--- src/rtl/spi_master_param.sv ---
// Parametrised SPI master with registered SCK, CPOL/CPHA selection per frame,
// one-hot active-low chip selects and a BUSY/DONE handshake.
module spi_master_param #(
    parameter int  WIDTH = 8,
    parameter int  DIV   = 2,
    parameter int  CS_N  = 1,
    localparam int SW    = (CS_N > 1) ? $clog2(CS_N) : 1
) (
    input  logic             CLK,
    input  logic             RST_N,
    input  logic             START,
    input  logic             CPOL,
    input  logic             CPHA,
    input  logic [SW-1:0]    CS_SEL,
    input  logic [WIDTH-1:0] DOUT,
    output logic [WIDTH-1:0] DIN,
    output logic             BUSY,
    output logic             DONE,
    output logic [CS_N-1:0]  CS,
    output logic             SCK,
    input  logic             MISO,
    output logic             MOSI
);

    localparam int EW  = $clog2(2 * WIDTH + 1);
    localparam int DCW = (DIV > 1) ? $clog2(DIV) : 1;
    localparam logic [EW-1:0]  LAST_EDGE = EW'(2 * WIDTH);
    localparam logic [DCW-1:0] DIV_LOAD  = DCW'(DIV - 1);

    typedef enum logic [1:0] {IDLE, LEAD, XFER, TRAIL} state_t;

    state_t           state_reg, state_next;
    logic [DCW-1:0]   div_cnt_reg;
    logic [EW-1:0]    edge_cnt_reg;
    logic [WIDTH-1:0] tx_reg, rx_reg, din_reg;
    logic [CS_N-1:0]  cs_reg;
    logic             sck_reg, cpol_reg, cpha_reg, busy_reg, done_reg;

    logic             div_tc, edge_odd;
    logic [EW-1:0]    edge_num;
    logic [CS_N-1:0]  cs_dec;
    logic             load_en, edge_en, sample_en, shift_en, finish_en;

    assign div_tc   = (div_cnt_reg == '0);
    assign edge_num = edge_cnt_reg + EW'(1);
    assign edge_odd = edge_num[0];

    // An out-of-range select matches no line, so every CS stays high.
    genvar gi;
    generate
        for (gi = 0; gi < CS_N; gi++) begin : g_cs_dec
            assign cs_dec[gi] = (CS_SEL != SW'(gi));
        end
    endgenerate

    always_ff @(posedge CLK or negedge RST_N) begin
        if (!RST_N) state_reg <= IDLE;
        else        state_reg <= state_next;
    end

    always_comb begin
        state_next = state_reg;
        case (state_reg)
            IDLE:  if (START) state_next = LEAD;
            LEAD:  if (div_tc) state_next = XFER;
            XFER:  if (div_tc && edge_num == LAST_EDGE) state_next = TRAIL;
            TRAIL: if (div_tc) state_next = IDLE;
            default: state_next = IDLE;
        endcase
    end

    // Edge k is produced at the terminal count ending LEAD (k=1) or XFER.
    always_comb begin
        load_en   = (state_reg == IDLE) && START;
        edge_en   = div_tc && (state_reg == LEAD || state_reg == XFER);
        finish_en = div_tc && (state_reg == TRAIL);
        sample_en = edge_en && (cpha_reg ? !edge_odd : edge_odd);
        shift_en  = edge_en && (cpha_reg ? (edge_odd && edge_num != EW'(1))
                                         : (!edge_odd && edge_num != LAST_EDGE));
    end

    always_ff @(posedge CLK or negedge RST_N) begin
        if (!RST_N) begin
            div_cnt_reg  <= '0;
            edge_cnt_reg <= '0;
            tx_reg       <= '0;
            rx_reg       <= '0;
            din_reg      <= '0;
            cs_reg       <= '1;
            sck_reg      <= 1'b0;
            cpol_reg     <= 1'b0;
            cpha_reg     <= 1'b0;
            busy_reg     <= 1'b0;
            done_reg     <= 1'b0;
        end else begin
            done_reg <= finish_en;

            if (load_en)
                div_cnt_reg <= DIV_LOAD;
            else if (state_reg != IDLE)
                div_cnt_reg <= div_tc ? DIV_LOAD : div_cnt_reg - DCW'(1);

            if (load_en)      edge_cnt_reg <= '0;
            else if (edge_en) edge_cnt_reg <= edge_num;

            // Tracking CPOL while idle puts SCK at its rest level before CS falls.
            if (state_reg == IDLE)       sck_reg <= CPOL;
            else if (edge_en)            sck_reg <= ~sck_reg;
            else if (state_reg == TRAIL) sck_reg <= cpol_reg;

            if (load_en) begin
                tx_reg   <= DOUT;
                rx_reg   <= '0;
                cpol_reg <= CPOL;
                cpha_reg <= CPHA;
                cs_reg   <= cs_dec;
                busy_reg <= 1'b1;
            end else begin
                if (shift_en)  tx_reg <= {tx_reg[WIDTH-2:0], 1'b0};
                if (sample_en) rx_reg <= {rx_reg[WIDTH-2:0], MISO};
                if (finish_en) begin
                    cs_reg   <= '1;
                    busy_reg <= 1'b0;
                    din_reg  <= rx_reg;
                end
            end
        end
    end

    assign DIN  = din_reg;
    assign BUSY = busy_reg;
    assign DONE = done_reg;
    assign CS   = cs_reg;
    assign SCK  = sck_reg;
    assign MOSI = tx_reg[WIDTH-1];

endmodule

--- config.mk ---
export PLATFORM = sky130hd
export DESIGN_NAME = spi_master_param
export DESIGN_NICKNAME = d
export VERILOG_FILES = /design/src/rtl/spi_master_param.sv
export SDC_FILE = /design/constraint.sdc
export NUM_CORES = 1
export LEC_CHECK = 0
export CAP_MARGIN = 20
export CORE_ASPECT_RATIO = 1.5
export CORE_MARGIN = 5
export CORE_UTILIZATION = 57
export DETAILED_ROUTE_END_ITERATION = 10
export GPL_TIMING_DRIVEN = 0
export MAX_ROUTING_LAYER = met4
export PLACE_DENSITY_LB_ADDON = 0.2
export REMOVE_ABC_BUFFERS = 1
export SLEW_MARGIN = 20
export SYNTH_ARGS = -nofsm -noshare
export SYNTH_HDL_FRONTEND = slang
export SYNTH_SLANG_ARGS = --single-unit
export TNS_END_PERCENT = 30
--- constraint.sdc ---
create_clock -name CLK -period 3.4 [get_ports CLK]
set_input_delay 0.51 -clock CLK [delete_from_list [all_inputs] [get_ports CLK]]
set_output_delay 0.51 -clock CLK [all_outputs]
set_load 0.01 [all_outputs]
==> out/results.tsv, run 1 <==
metric	value	unit
status	completed	
Worst VDD drop	575.2	µV
Hold Slack	170.4	ps
syn_area_per_cell	11.17	µm²
clock buffer depth	2	
Die Y	78.36	µm
antenna violations before repair	0	
worst skew pair latency	290	ps
pwr dens	926.4	nW/µm²
CP Launch Point	state_reg[1]	
die width	55.57	µm
number of global-route vias before repair	1411	
effective utilization at floorplan	60.33	%
Worst EP arrival	2810	ps
# DRC	0	
worst reg-to-reg path cell count	6	
combinational cell fraction of total power	46.0	%
cell count after synthesis	159	
largest net degree at the start of global routing	21	
Hold WC Path Type	input pin to asynchronous set/reset pin	
RR Startpoint	state_reg[1]	
first-pass GRT wire length	6492	µm
final hold vios	0	
Net Switching	0.7542	mW
CP Launch Type	register	
P&R area growth vs syn	22.69	%
Num CTS Buffers	5	
HPWL reported at the end of detailed placement	2674	µm
most common cell after layout, fill and taps aside	dfrtp_1	
most frequent cells in the layout	dfrtp_1, clkdlybuf4s50_1, nand2_1	
CP peak stage delay	780	ps
WL/cell	15.61	µm
max-slew violation count	0	
top_reg_cell synth	dfrtp_1	
CTS tree	yes	
IO buf count	27	
Clock Power Share	14.5	%
CP Class	register to register	
Worst Path Required	3560	ps
final core utilization	74.02	%
crit-path max FO	12	
clock-pin slew on the worst setup and hold paths	70	ps
Yosys cell types	32	
antenna-violating nets left	0	
root buffer cell	clkbuf_8	
asr flop ratio synth	100.0	%
RSZ-0062 raised after global routing	false	
final cycle utilization of the critical path	78.05	%
fin nets	209	
Core ar.	2943	µm²
worst slew pin tran	792.9	ps
Reg2Reg Setup Slack	750	ps
DR pass1 iterations	4	
share of cells above drive strength 1	13.23	%
wirelength, routed	3559	µm
setup TNS	0	ps
Top Ports	28	
min cycle time layout	2654	ps
yosys synthesis warning count	0	
Post-CTS Setup Bufs	0	
Vias	1283	
Flop pwr share	39.5	%
number of synthesized flops with an enable pin	0	
Crit-path slowest cell	nor3b_2	
hold-fix buffer count after cts	0	
routed vias/inst	5.627	
final setup violation count	0	
Max Freq	376.8	MHz
Setup crit end kind	register	
synthesized flop and latch total	38	
clk sink count	38	
switching share of power	37.37	%
post-CTS sizing	0	
Seq/Total Area, Yosys	53.63	%
Post-Synthesis Cell Area	1775	µm²
Final Skew	4.983	ps
critical path endpoint	rx_reg[7]	
drt initial violations	17	
total track usage	19.24	%
crit-path cells	inv_1, ha_1, nor2b_1, nor3b_2, mux2i_1, nor2_1	
fillers	222	
FP Rows	24	
Reg2Reg Capture Point	rx_reg[7]	
Power Internal	1.264	mW
Lkg Pwr	0.9738	nW
GRT Residual Overflow	0	
Max Cap Viol	0	
GPL Wtd Cong	0.8146	
die footprint	4354	µm²
ANT cells	0	
worst relative slew slack	46.91	%
H-tree levels	2	
==> Yosys cell counts, types with 2 or more instances <==
cell,number,area share (%)
mux2i_1,8,4.5
inv_1,6,1.3
ha_1,6,4.2
dfrtp_1,37,52
clkbuf_1,3,0.63
a2bb2oi_1,7,3.5
buf_2,3,0.85
nor2b_1,4,1.4
nand4_1,2,0.70
nand2_1,19,4.0
nor2_1,16,3.4
o22ai_1,7,2.5
xor2_1,5,2.5
o21ai_0,6,1.7
mux2_2,10,6.3
o21ai_1,2,0.56
nand3_1,2,0.56
a21oi_1,2,0.56
==> layer usage <==
metal	vias up	share of wire, %	track usage [%]
li1	612	-	-
met1	639	38	20.49
met2	25	57	34.00
met3	7	3.7	4.433
met4	0	1.8	8.029
met5	-	0	-
==> critical path, delay by kind of cell, from the launching register on <==
family / cells / cell delay (ps)
flip-flops: 1 / 400
adder cells (fa/ha/maj): 1 / 290
buffers and inverters: 1 / 80
multiplexers: 1 / 280
AND/OR/NAND/NOR: 3 / 1460
==> cell type report <==
cell class / count / area, µm² / area share [%]
Sequential cell: 38 / 952.2 / 43.71
Inverter: 6 / 22.52 / 1.034
Clock inverter: 2 / 10.01 / 0.4595
Timing Repair Buffer: 28 / 292.8 / 13.44
Multi-Input combinational cell: 109 / 779.5 / 35.78
Clock buffer: 6 / 72.57 / 3.331
Tap cell: 39 / 48.80 / 2.240
==> power by group through the flow <==
stage               Sequential (mW)  Clock (mW)  Combinational (mW)
floorplan                     0.804           0               0.593
global placement              0.790           0               0.890
detailed placement            0.804           0               0.933
CTS                           0.798       0.300               0.940
global route                  0.832       0.319                1.02
finish                        0.796       0.293               0.929
==> logic make-up (layout without fill, tap and decap cells) <==
| family | count (synthesis) | in the layout | share of synthesized area, % |
|---|---|---|---|
| simple gates | 49 | 49 | 12.76 |
| mux | 19 | 19 | 11.49 |
| xor+xnor | 6 | 6 | 2.960 |
| flops | 38 | 38 | 53.63 |
| fa+ha+maj | 6 | 6 | 4.228 |
| buf+inv | 12 | 42 | 2.748 |
| compound gates | 29 | 29 | 12.19 |
==> worst min path at each step <==
stage | start | endpoint | cells after the start
floorplan | RST_N | BUSY | 0
global placement | cpol_reg | cpol_reg | 2
detailed placement | RST_N | tx_reg[7] | 1
CTS | RST_N | rx_reg[6] | 1
global route | RST_N | DIN[6] | 1
finish | RST_N | DONE | 1
==> metrics by stage <==
step | cells | setup WS [ps] | total power [mW] | cell area (µm²)
4_1_cts | 228 | 696.5 | 2.039 | 2178
2_1_floorplan | 153 | 800.1 | 1.398 | 1749
3_5_place_dp | 220 | 718.6 | 1.737 | 2096
3_3_place_gp | 219 | 327.1 | 1.680 | 2068
5_1_grt | 228 | 595.3 | 2.175 | 2178
6_report | 228 | 746.2 | 2.018 | 2178
Power figures use the tool's default switching activity.
==> run 2: changes to the inputs <==
- CORE_UTILIZATION: 57 -> 52
- clock period: 3.4 -> 2.5 ns (I/O delays scaled with it)
==> run 2 against run 1 <==
Critical path depth is 1 lower. Via count shrank 0.31%. Global-route usage fell by 2.4 points. Clock power is 47% higher. Worst setup slack got worse by 400 ps. Combinational power grew 38%.
==> out/results.tsv, run 2 (synthesis gave the netlist of run 1 again) <==
metric	value	unit	change
min cycle time layout	2158	ps	-495.7 ps
pwr dens	1265	nW/µm²	+37%
Lkg Pwr	0.9832	nW	+0.97%
Max Freq	463.4	MHz	+23%
largest net degree at the start of global routing	29		+38%
first-pass GRT wire length	5920	µm	-8.8%
IO buf count	27		unchanged
# DRC	0		unchanged
Final Skew	4.794	ps	-0.1895 ps
GPL Wtd Cong	0.8365		+2.7%
total track usage	16.82	%	-2.4 points
Num CTS Buffers	5		unchanged
clk sink count	38		unchanged
most frequent cells in the layout	dfrtp_1, clkdlybuf4s50_1, nand2_1		
CP Class	register to register		
GRT Residual Overflow	0		unchanged
Die Y	81.57	µm	+4.1%
final setup violation count	0		unchanged
Hold WC Path Type	register to register		
worst skew pair latency	290	ps	about the same
WL/cell	14.73	µm	-5.6%
clock buffer depth	2		unchanged
root buffer cell	clkbuf_8		
cell area after layout	2207	µm²	+1.3%
die width	57.71	µm	+3.9%
FP Rows	26		+8.3%
die footprint	4707	µm²	+8.1%
most common cell after layout, fill and taps aside	dfrtp_1		
Worst EP arrival	2330	ps	-480 ps
Worst Slack Setup Final	341.9	ps	-404.3 ps
Core ar.	3351	µm²	+14%
pre-CTS setup slack	135.0	ps	-583.6 ps
CTS tree	yes		
drt initial violations	33		+16
routed vias/inst	5.489		-2.5%
clock-pin slew on the worst setup and hold paths	70	ps	about the same
share of cells above drive strength 1	14.66	%	+1.4 points
DP Area	2100	µm²	+0.18%
fin nets	211		+0.96%
HPWL reported at the end of detailed placement	2516	µm	-5.9%
worst relative slew slack	57.31	%	+10 points
Worst Path Required	2680	ps	-880 ps
ANT cells	0		unchanged
Placed Instances	224		+1.8%
max-slew violation count	0		unchanged
antenna violations before repair	0		unchanged
final cycle utilization of the critical path	86.32	%	+8.3 points
number of global-route vias before repair	1374		-2.6%
Hold Slack	491.5	ps	+321.1 ps
Vias	1279		-0.31%
Layout Cells excl Fill	233		+2.2%
status	completed		
RSZ-0062 raised after global routing	false		
P&R area growth vs syn	24.31	%	
effective utilization at floorplan	52.99	%	-7.3 points
Power Total	2.792	mW	+38%
CP Launch Type	register		
antenna-violating nets left	0		unchanged
worst slew pin tran	640.3	ps	-152.6 ps
Worst VDD drop	902.3	µV	+57%
wirelength, routed	3433	µm	-3.5%
H-tree levels	2		unchanged
DR pass1 iterations	4		unchanged
final core utilization	65.87	%	-8.2 points
fillers	264		+19%
final hold vios	0		unchanged
setup TNS	0	ps	unchanged
Setup crit end kind	register		
Max Cap Viol	0		unchanged
Top Ports	28		unchanged
crit-path max FO	15		+3
-- run 2: what timing repair did --
| action | CTS | global route |
|---|---|---|
| buffers inserted | 0 | 0 |
| gates resized for setup | 0 | 1 |
| hold buffers | 1 | 0 |
| endpoints found under the setup margin | 0 | 5 |
| endpoints found under the hold margin | 10 | 0 |
-- run 2: final cells by class --
class	instances	area, µm²	area share [%]
inverters	6	22.52	1.020
multi-input cells	109	782.0	35.43
well taps	42	52.55	2.381
clock inverters	2	12.51	0.5669
flip-flops and latches	38	952.2	43.14
clock buffers	6	82.58	3.741
repair buffers	30	302.8	13.72
-- run 2: worst paths after layout --
check                        startpoint   endpoint  slack [ps]  cells past startpoint
min                            cpol_reg   cpol_reg         490                      2
max reg2reg                state_reg[0]     DIN[6]         340                      5
max                        state_reg[0]     DIN[6]         340                      5
max in group asynchronous         RST_N         CS        1510                      3
min in group asynchronous         RST_N  tx_reg[1]         500                      2
min reg2reg                    cpol_reg   cpol_reg         490                      2
-- run 2: power by group --
group          leakage (nW)  internal, mW  total [mW]  switching, mW
sequential            0.469         0.887        1.08          0.196
clock                0.0472         0.221       0.432          0.210
combinational         0.467         0.653        1.28          0.624
total                 0.983          1.76        2.79           1.03
-- run 2: critical path, stage by stage, from the launching register on --
cell     delay, ps
dfrtp_1        410
inv_1          110
ha_1           280
nand2_1        390
nand2_1        460
mux2_2         390
-- run 2: per-layer routing --
metal / GRT usage (%) / wire length [µm] / up-vias
met5: - / 0 / -
met4: 8.121 / 80 / 0
met3: 4.245 / 157 / 9
met2: 27.83 / 1813 / 27
met1: 18.89 / 1382 / 631
li1: - / - / 612
